<file path="src/rtl/uart_sched_pkg.sv">
// uart_sched_pkg: shared widths and scheduler state encoding for uart_tx_sched.
package uart_sched_pkg;
    localparam int BYTE_W = 8;
    localparam int WORD_W = 16;
    typedef enum logic [1:0] {IDLE, ISSUE, WAIT_HI, WAIT_LO} sched_state_e;
endpackage

</file>
<file path="src/rtl/uart_tx_sched_rr_arbiter.sv">
// rr_arbiter: one-hot round-robin grant, first request at or after a one-hot pointer.
module rr_arbiter #(
    parameter int N = 2
) (
    input  logic [N-1:0] req,
    input  logic [N-1:0] ptr,
    output logic [N-1:0] gnt
);
    logic [N-1:0] masked;
    logic [N-1:0] pick;
    always_comb begin
        // bits at or above the pointer win; otherwise wrap to the lowest request
        masked = req & ~(ptr - N'(1));
        pick   = (|masked) ? masked : req;
        gnt    = pick & (~pick + N'(1));
    end
endmodule

</file>
<file path="src/rtl/uart_tx_sched.sv">
// uart_tx_sched: round-robin scheduler serialising 1/2-byte words onto a UART TX port.
module uart_tx_sched
    import uart_sched_pkg::*;
#(
    parameter int N_REQ   = 2,
    parameter int BUSY_TO = 4
) (
    input  logic                    CLK,
    input  logic                    RST,
    input  logic                    sched_en,
    input  logic [N_REQ-1:0]        req_valid,
    input  logic [WORD_W*N_REQ-1:0] req_data,
    input  logic [N_REQ-1:0]        req_two,
    output logic [N_REQ-1:0]        req_ack,
    output logic [BYTE_W-1:0]       tx_p_data,
    output logic                    tx_d_vld,
    input  logic                    tx_busy,
    output logic                    sched_busy,
    output logic                    frame_done,
    output logic                    tx_timeout
);
    localparam int CNT_W = $clog2(BUSY_TO + 1);

    sched_state_e              state_q, state_d;
    logic [N_REQ-1:0]          ptr_q, ptr_d;
    logic [N_REQ-1:0]          grant_q, grant_d;
    logic [WORD_W-1:0]         data_q, data_d;
    logic                      two_q, two_d;
    logic                      byte_idx_q, byte_idx_d;
    logic [CNT_W-1:0]          cnt_q, cnt_d;
    logic [N_REQ-1:0]          req_ack_q, req_ack_d;
    logic [BYTE_W-1:0]         tx_p_data_q, tx_p_data_d;
    logic                      tx_d_vld_q, tx_d_vld_d;
    logic                      sched_busy_q, sched_busy_d;
    logic                      frame_done_q, frame_done_d;
    logic                      tx_timeout_q, tx_timeout_d;
    logic [N_REQ-1:0]          gnt;
    logic [N_REQ-1:0]          ptr_next;
    logic [N_REQ:0][WORD_W-1:0] acc;

    rr_arbiter #(.N(N_REQ)) u_arb (
        .req (req_valid),
        .ptr (ptr_q),
        .gnt (gnt)
    );

    // one-hot mux of the granted word
    assign acc[0] = '0;
    for (genvar i = 0; i < N_REQ; i++) begin : g_sel
        assign acc[i+1] = acc[i] | ({WORD_W{gnt[i]}} & req_data[WORD_W*i +: WORD_W]);
    end

    // pointer is kept one-hot; g+1 mod N_REQ is a left rotate of the grant
    assign ptr_next = {grant_q[N_REQ-2:0], grant_q[N_REQ-1]};

    always_ff @(posedge CLK) begin
        if (RST) begin
            state_q      <= IDLE;
            ptr_q        <= N_REQ'(1);
            grant_q      <= '0;
            data_q       <= '0;
            two_q        <= 1'b0;
            byte_idx_q   <= 1'b0;
            cnt_q        <= '0;
            req_ack_q    <= '0;
            tx_p_data_q  <= '0;
            tx_d_vld_q   <= 1'b0;
            sched_busy_q <= 1'b0;
            frame_done_q <= 1'b0;
            tx_timeout_q <= 1'b0;
        end else begin
            state_q      <= state_d;
            ptr_q        <= ptr_d;
            grant_q      <= grant_d;
            data_q       <= data_d;
            two_q        <= two_d;
            byte_idx_q   <= byte_idx_d;
            cnt_q        <= cnt_d;
            req_ack_q    <= req_ack_d;
            tx_p_data_q  <= tx_p_data_d;
            tx_d_vld_q   <= tx_d_vld_d;
            sched_busy_q <= sched_busy_d;
            frame_done_q <= frame_done_d;
            tx_timeout_q <= tx_timeout_d;
        end
    end

    always_comb begin
        state_d      = state_q;
        ptr_d        = ptr_q;
        grant_d      = grant_q;
        data_d       = data_q;
        two_d        = two_q;
        byte_idx_d   = byte_idx_q;
        cnt_d        = cnt_q;
        req_ack_d    = '0;
        tx_p_data_d  = tx_p_data_q;
        tx_d_vld_d   = 1'b0;
        frame_done_d = 1'b0;
        tx_timeout_d = 1'b0;
        case (state_q)
            IDLE: if (sched_en && |req_valid) begin
                state_d    = ISSUE;
                grant_d    = gnt;
                data_d     = acc[N_REQ];
                two_d      = |(gnt & req_two);
                byte_idx_d = 1'b0;
                req_ack_d  = gnt;
            end
            ISSUE: if (!tx_busy) begin
                tx_p_data_d = byte_idx_q ? data_q[WORD_W-1:BYTE_W] : data_q[BYTE_W-1:0];
                tx_d_vld_d  = 1'b1;
                cnt_d       = '0;
                state_d     = WAIT_HI;
            end
            WAIT_HI: if (tx_busy) begin
                state_d = WAIT_LO;
            end else if (cnt_q + CNT_W'(1) == CNT_W'(BUSY_TO)) begin
                tx_timeout_d = 1'b1;
                ptr_d        = ptr_next;
                state_d      = IDLE;
            end else begin
                cnt_d = cnt_q + CNT_W'(1);
            end
            WAIT_LO: if (!tx_busy) begin
                if (two_q && !byte_idx_q) begin
                    byte_idx_d = 1'b1;
                    state_d    = ISSUE;
                end else begin
                    frame_done_d = 1'b1;
                    ptr_d        = ptr_next;
                    state_d      = IDLE;
                end
            end
            default: state_d = IDLE;
        endcase
        sched_busy_d = state_d != IDLE;
    end

    assign req_ack    = req_ack_q;
    assign tx_p_data  = tx_p_data_q;
    assign tx_d_vld   = tx_d_vld_q;
    assign sched_busy = sched_busy_q;
    assign frame_done = frame_done_q;
    assign tx_timeout = tx_timeout_q;
endmodule

</file>
<file path="config.mk">
export PLATFORM = sky130hd
export DESIGN_NAME = uart_tx_sched
export DESIGN_NICKNAME = d
export VERILOG_FILES = /design/src/rtl/uart_sched_pkg.sv /design/src/rtl/uart_tx_sched_rr_arbiter.sv /design/src/rtl/uart_tx_sched.sv
export SDC_FILE = /design/constraint.sdc
export NUM_CORES = 1
export LEC_CHECK = 0
export ABC_AREA = 1
export ABC_CLOCK_PERIOD_IN_PS = 3400
export CAP_MARGIN = 20
export CORE_MARGIN = 3
export CORE_UTILIZATION = 51
export DETAILED_ROUTE_END_ITERATION = 16
export PLACE_DENSITY = 0.95
export SYNTH_ARGS = -nofsm -noshare
export SYNTH_HDL_FRONTEND = slang
export SYNTH_SLANG_ARGS = --single-unit
</file>
<file path="constraint.sdc">
create_clock -name CLK -period 3.4 [get_ports CLK]
set_clock_uncertainty 0.1 [all_clocks]
set_input_delay 0.51 -clock CLK [delete_from_list [all_inputs] [get_ports CLK]]
set_output_delay 0.51 -clock CLK [all_outputs]
set_load 0.01 [all_outputs]
</file>
**Word level (Yosys, flattened, before mapping)**

Cells that the tools add are included.

- Register bits: 41
- Input port bits: 40
- Logic and storage cells: 87
- Output and inout port bits: 14

- Muxes and demuxes: 25
- Bitwise logic cells: 14
- Reductions and logical operators: 20
- Eq/ne operators: 12
- Add/subtract/negate cells: 3

Operators with widths:

| cell | count |
|---|---|
| 16-bit bitwise AND | 2 |
| 2-bit two-way mux | 10 |
| 2-bit inequality test, second input constant | 8 |
| 16-bit OR | 1 |
| 3-bit two-way mux | 3 |
| 3-bit OR reduction | 3 |
| 8-bit two-way mux | 1 |
| 2-bit case mux with 4 select lines | 1 |
| 4-bit AND reduction | 2 |
| 2-bit nonzero test | 4 |
| 2-bit OR reduction | 4 |
| 1-bit two-way mux | 7 |
| 2-bit bitwise AND | 3 |
| 1-bit inverter | 6 |
| 3-bit case mux with 2 select lines | 1 |
| 5-bit AND reduction | 1 |
| 2-bit equality test, second input constant | 2 |
| 2-bit inverter | 2 |
| 2-bit case mux with 2 select lines | 1 |
| 2-bit AND reduction | 2 |
| 3-bit by 1-bit adder with 3-bit output, second input constant | 1 |
| 3-bit equality test, second input constant | 1 |
| 2-bit by 1-bit adder with 2-bit output, second input constant | 1 |
| 2-bit by 1-bit equality test with 1-bit output, second input constant | 1 |
| 5 further kinds | 6 |

**Logic depth before layout (Yosys ltp)**

- Word-level depth: 10
- Depth in mapped cells: 9
- Depth with buffers taken out: 9

**Hierarchy**

Synthesis repeated with hierarchy kept, for this count alone.

- Cell total of the unflattened synthesis: 239
- Area total of the unflattened synthesis: 1911.8 um^2

By module, submodules not included:

| module | instances | cells an instance | area an instance (um^2) | seq. area each (um^2) |
|---|---|---|---|---|
| uart_tx_sched | 1 | 233 | 1879.3 | 820.8 |
| rr_arbiter | 1 | 6 | 32.5 | 0.0 |

**Least setup slack after synthesis**

No wires, ideal clock.

- Path kind: input -> register
- Start: input port req_valid[1]
- End: register data_q[10]
- Arrival time: 1.223 ns
- Buffers on the path: 2
- Stages: 7
- Slack: 1.958 ns
- Data required time: 3.181 ns
- Cell sequence: buf_6 > nand2_2 > o21ai_4 > buf_4 > o21ai_0 > inv_1 > a21oi_1

- Cells in the longest elaborated chain, start to end: 8
- Elaborated cells on any way between the ends: 12
- Classes of those cells: 1 x add/sub; 1 x mux; 6 x bitwise; 4 x reduce/logical

RTL lines:

| element | line | text |
|---|---|---|
| start, declared | uart_tx_sched.sv:11 | `input logic [N_REQ-1:0] req_valid,` |
| 2-bit bitwise AND | uart_tx_sched_rr_arbiter.sv:13 | `masked = req & ~(ptr - N'(1));` |
| 2-bit OR reduction | uart_tx_sched_rr_arbiter.sv:14 | `pick = (\|masked) ? masked : req;` |
| 2-bit two-way mux | uart_tx_sched_rr_arbiter.sv:14 |  |
| 2-bit inverter | uart_tx_sched_rr_arbiter.sv:15 | `gnt = pick & (~pick + N'(1));` |
| 2-bit by 1-bit adder with 2-bit output | uart_tx_sched_rr_arbiter.sv:15 |  |
| 2-bit bitwise AND | uart_tx_sched_rr_arbiter.sv:15 |  |
| 16-bit bitwise AND | uart_tx_sched.sv:50 | `assign acc[i+1] = acc[i] \| ({WORD_W{gnt[i]}} & req_data[WORD_W*i +: WORD_W]);` |
| 16-bit OR | uart_tx_sched.sv:50 |  |
| end signal, assigned | uart_tx_sched.sv:75 | `data_q <= data_d;` |
| end, declared | uart_tx_sched.sv:27 | `logic [WORD_W-1:0] data_q, data_d;` |

Several ways; a longest one is shown, not always the timed one.
A chain may end at the register's enable or synchronous reset.

**Final worst setup path**

- Start: input port req_valid[1]
- End: register grant_q[0]

- Cells in the longest elaborated chain, start to end: 6
- Elaborated cells on any way between the ends: 9
- Classes of those cells: 1 x add/sub; 1 x mux; 3 x bitwise; 4 x reduce/logical

RTL lines:

| element | line | text |
|---|---|---|
| 2-bit bitwise AND | uart_tx_sched_rr_arbiter.sv:13 |  |
| 2-bit OR reduction | uart_tx_sched_rr_arbiter.sv:14 |  |
| 2-bit two-way mux | uart_tx_sched_rr_arbiter.sv:14 |  |
| 2-bit inverter | uart_tx_sched_rr_arbiter.sv:15 |  |
| 2-bit by 1-bit adder with 2-bit output | uart_tx_sched_rr_arbiter.sv:15 |  |
| 2-bit bitwise AND | uart_tx_sched_rr_arbiter.sv:15 |  |
| end signal, assigned | uart_tx_sched.sv:74 | `grant_q <= grant_d;` |
| end, declared | uart_tx_sched.sv:26 | `logic [N_REQ-1:0] grant_q, grant_d;` |

Several ways; a longest one is shown, not always the timed one.

==> impl_results.md <==
- Cell area after layout: 2620 µm²
- Routability Congestion: 0.832
- Vias per inst: 5.08
- Share of total power consumed by net switching: 26.0%
- Violation count after the first detailed-route iteration: 152
- ANT cells: 0
- EDFF count, synth: 0
- Final core utilization: 70.4%
- Biggest area contributors in the synthesized netlist: dfxtp_1 (41%), o21ai_0 (11%), inv_1 (11%)
- Net count of the mapped netlist: 336
- Critical path endpoint: grant_q[0]
- Placed wire-length estimate: 3.29 mm
- Final-report hold violation count: 0
- Max-cap viol count: 0
- Tcrit/Tclk final: 63.3%
- Int Power: 0.871 mW
- Simple-gate area share of the yosys netlist: 22.4%
- Die area: 4710 µm²
- Initial antenna violation count: 0
- Overflow left after global routing: 0
- Starting utilization of the core area: 53.8%
- Clock power share: 33.7%
- Area Growth Syn to Fin: 31.0%
- FF+latch count, synth: 41
- Number of distinct library cell variants in the gate-level netlist after synthesis: 22
- Antenna Nets Post-Route: 0
- Reg2reg path depth: 5
- Worst path required time: 3510 ps
- Buffers on Ports: 53
- Net switching power of the design: 0.307 mW
- Element type at the critical path end: register
- Top cell type's share of synthesized area: 41.1%
- Net count of the finished layout: 382
- Setup TNS: 0 ps
- Start point of the critical path: req_valid[1]
- Post-detailed-routing wire length: 4.51 mm
- Summed instance area of the synthesized netlist: 2000 µm²
- Main combinational cell family by area after synthesis: simple AND/OR/NAND/NOR gates
- Htree depth: 2
- Hold Path Cell Cnt: 2
- Maximum vdd ir drop: 0.213 mV
- Setup Fix Bufs, Post-CTS: 0
- Dominant cell type by area after synthesis: dfxtp_1
- Drt wl/cell: 11.6 µm
- Cell area after placement: 2500 µm²
- Terminus of the critical flop-to-flop path: grant_q[0]
- Length of routed wiring on met1: 1.94 mm
- Launch point of the worst reg-to-reg path: state_q[1]
- Number of CTS-inserted buffers: 5
- Multiplexer fraction of the synthesized cell area: 0%
- Met2 wirelength from detailed routing: 2.22 mm
- Status: finished, final reports clean
- Setup Viol. Count Final: 0
- Pwr Total: 1.18 mW
- Synthesized netlist cell count: 294
- Max-slew violation count: 0
- Post-layout min period: 2150 ps
- Core outline area: 3720 µm²
- Most frequent cell after synthesis: inv_1
- Reg power frac: 46.7%
- Total number of clock tree sinks: 41
- Wire length of the first global-routing pass: 7.44 mm
- Worst slew pin tran: 854 ps
- Xor and xnor area share after synthesis: 0%
- Std-Cell Rows: 22
- Met3 routed wirelength: 279 µm
- Syn avg cell area: 6.80 µm²
- Worst rel slew slack: 43.0%
- Clock insertion delay at the later pin of the skew report: 290 ps
- Achievable clock frequency: 465 MHz
- Critical path, cell by cell: clkdlybuf4s50_1 -> buf_4 -> o21ai_1 -> nor2_4 -> nand2_1 -> o22ai_1
- Arrival time worst endpoint: 2270 ps
- Number of gates resized after cts: 0
- Static power due to leakage: 1.23 nW
- Category of the worst setup path launch point: input port
- Pre-Repair DR Iteration Count: 5
- Number of hold buffers added after CTS: 0
- Compound-cell area share of the yosys netlist: 19.5%
- Power Dens Cells: 450 nW/µm²
- Critical Path Slowest Stage Cell: nor2_4
- Critical Path Fanout Max: 37
- Hold Crit Start: tx_p_data[2]
- Number of I/O pins: 54
- CTS tree: yes
- CTS Root Cell: clkbuf_8
- Share of layout cells above drive strength 1: 4.40%
- Sequential area share after synthesis: 41.1%
- Vias: 1976
- FFs w/ async S/R, synth: 0%
- Highest metal layer used by the detailed router: met4
- Largest buffer count on any clock path: 2
- Start-to-end type of the worst setup path: in2reg
- Part of the total power dissipated in combinational logic: 19.6%
- RSZ-0062 raised after global routing: no
- Die boundary width: 68.6 µm
- Delay of the slowest cell on the worst path: 510 ps
- Dominant synthesized flop cell: dfxtp_1
- Total global routing track utilization: 20.8%
- Share of synthesized cell area in full adder, half adder and majority cells: 1.25%
- Worst min-delay path category: reg2reg
- Die Ht: 68.6 µm
- Reg2Reg Setup Slack: 1730 ps
- Number of design rule violations left after detail routing: 0
- Via count of the first global-routing pass: 1780
- Top post-synthesis cells by count: inv_1 (57), nand2_1 (48), o21ai_0 (45)
- Number of warnings issued by yosys: 0
- Clock-pin slew reported for the worst setup and hold paths after clock tree synthesis: 80 ps
- Maximum number of pins on one net before global-route repair: 38
- Hold_ws: 348 ps
[power by group through the flow]
| stage | combinational [mW] | sequential (mW) | clock [mW] |
|---|---|---|---|
| 6_report | 0.231 | 0.550 | 0.397 |
| 5_1_grt | 0.263 | 0.554 | 0.419 |
| 4_1_cts | 0.230 | 0.549 | 0.402 |
| 3_5_place_dp | 0.228 | 0.560 | 0 |
| 3_3_place_gp | 0.221 | 0.558 | 0 |
| 2_1_floorplan | 0.138 | 0.559 | 0 |
[routing by layer]
metal,vias up,GRT usage (%)
li1,1020,-
met1,869,24.5
met2,79,36.4
met3,8,5.51
met4,0,6.70
met5,-,0
[stage by stage]
stage,setup slack (ps),instances
finish,1250,389
global route,1060,389
CTS,1270,389
detailed placement,969,381
global placement,988,381
floorplan,1960,294
[cell families (layout without fill, tap and decap cells)]
kind of cell             Yosys count  count (layout)
buffers and inverters             74             121
flip-flops                        41              41
AND/OR/NAND/NOR                  102             102
adder cells (fa/ha/maj)            2               2
AO/OA/AOI/OAI                     75              75
[critical path, delay by kind of cell]
| family | cells | cell delay [ps] |
|---|---|---|
| simple gates | 2 | 730 |
| buf+inv | 2 | 680 |
| compound gates | 2 | 340 |
[state kept, by name, indices dropped and copies added (netlist names)]
register / cells
byte_idx_q: 1
cnt_q: 3
data_q: 16
frame_done: 1
grant_q: 2
ptr_q: 2
req_ack: 2
sched_busy: 1
state_q: 2
two_q: 1
tx_d_vld: 1
tx_p_data: 8
tx_timeout: 1
[layout make-up]
class / count / area [µm²]
fill: 314 / 1100
multi-input combinational: 179 / 861
sequential: 41 / 821
timing repair buffer: 54 / 538
inverter: 59 / 221
clock buffer: 7 / 86.3
tap: 48 / 60.1
clock inverter: 1 / 30.0
[worst min-delay path by stage]
| stage | end |
|---|---|
| 3_3_place_gp | tx_p_data[2] |
| 5_1_grt | tx_p_data[7] |
| 2_1_floorplan | grant_q[0] |
| 6_report | tx_p_data[2] |
| 3_5_place_dp | tx_p_data[2] |
| 4_1_cts | tx_p_data[2] |
[cells in the final DEF (no fill, tap or decap)]
master           netlist  layout
inv_1                 57      57
clkdlybuf4s50_1        0      53
nand2_1               48      48
o21ai_0               45      45
dfxtp_1               41      41
nand3_1               29      29
a21oi_1               26      26
nor2_1                16      16
clkbuf_8               0       6
nand4_1                4       4
nand2_2                2       2
inv_2                  2       2
o22ai_1                2       2
ha_1                   2       2
o21ai_4                1       1
o21ai_1                1       1
nor2_4                 1       1
nor2_2                 1       1
nor4_1                 1       1
clkbuf_1               3       1
bufinv_16              0       1
buf_4                  2       1
(Power assumes the default switching activity.)
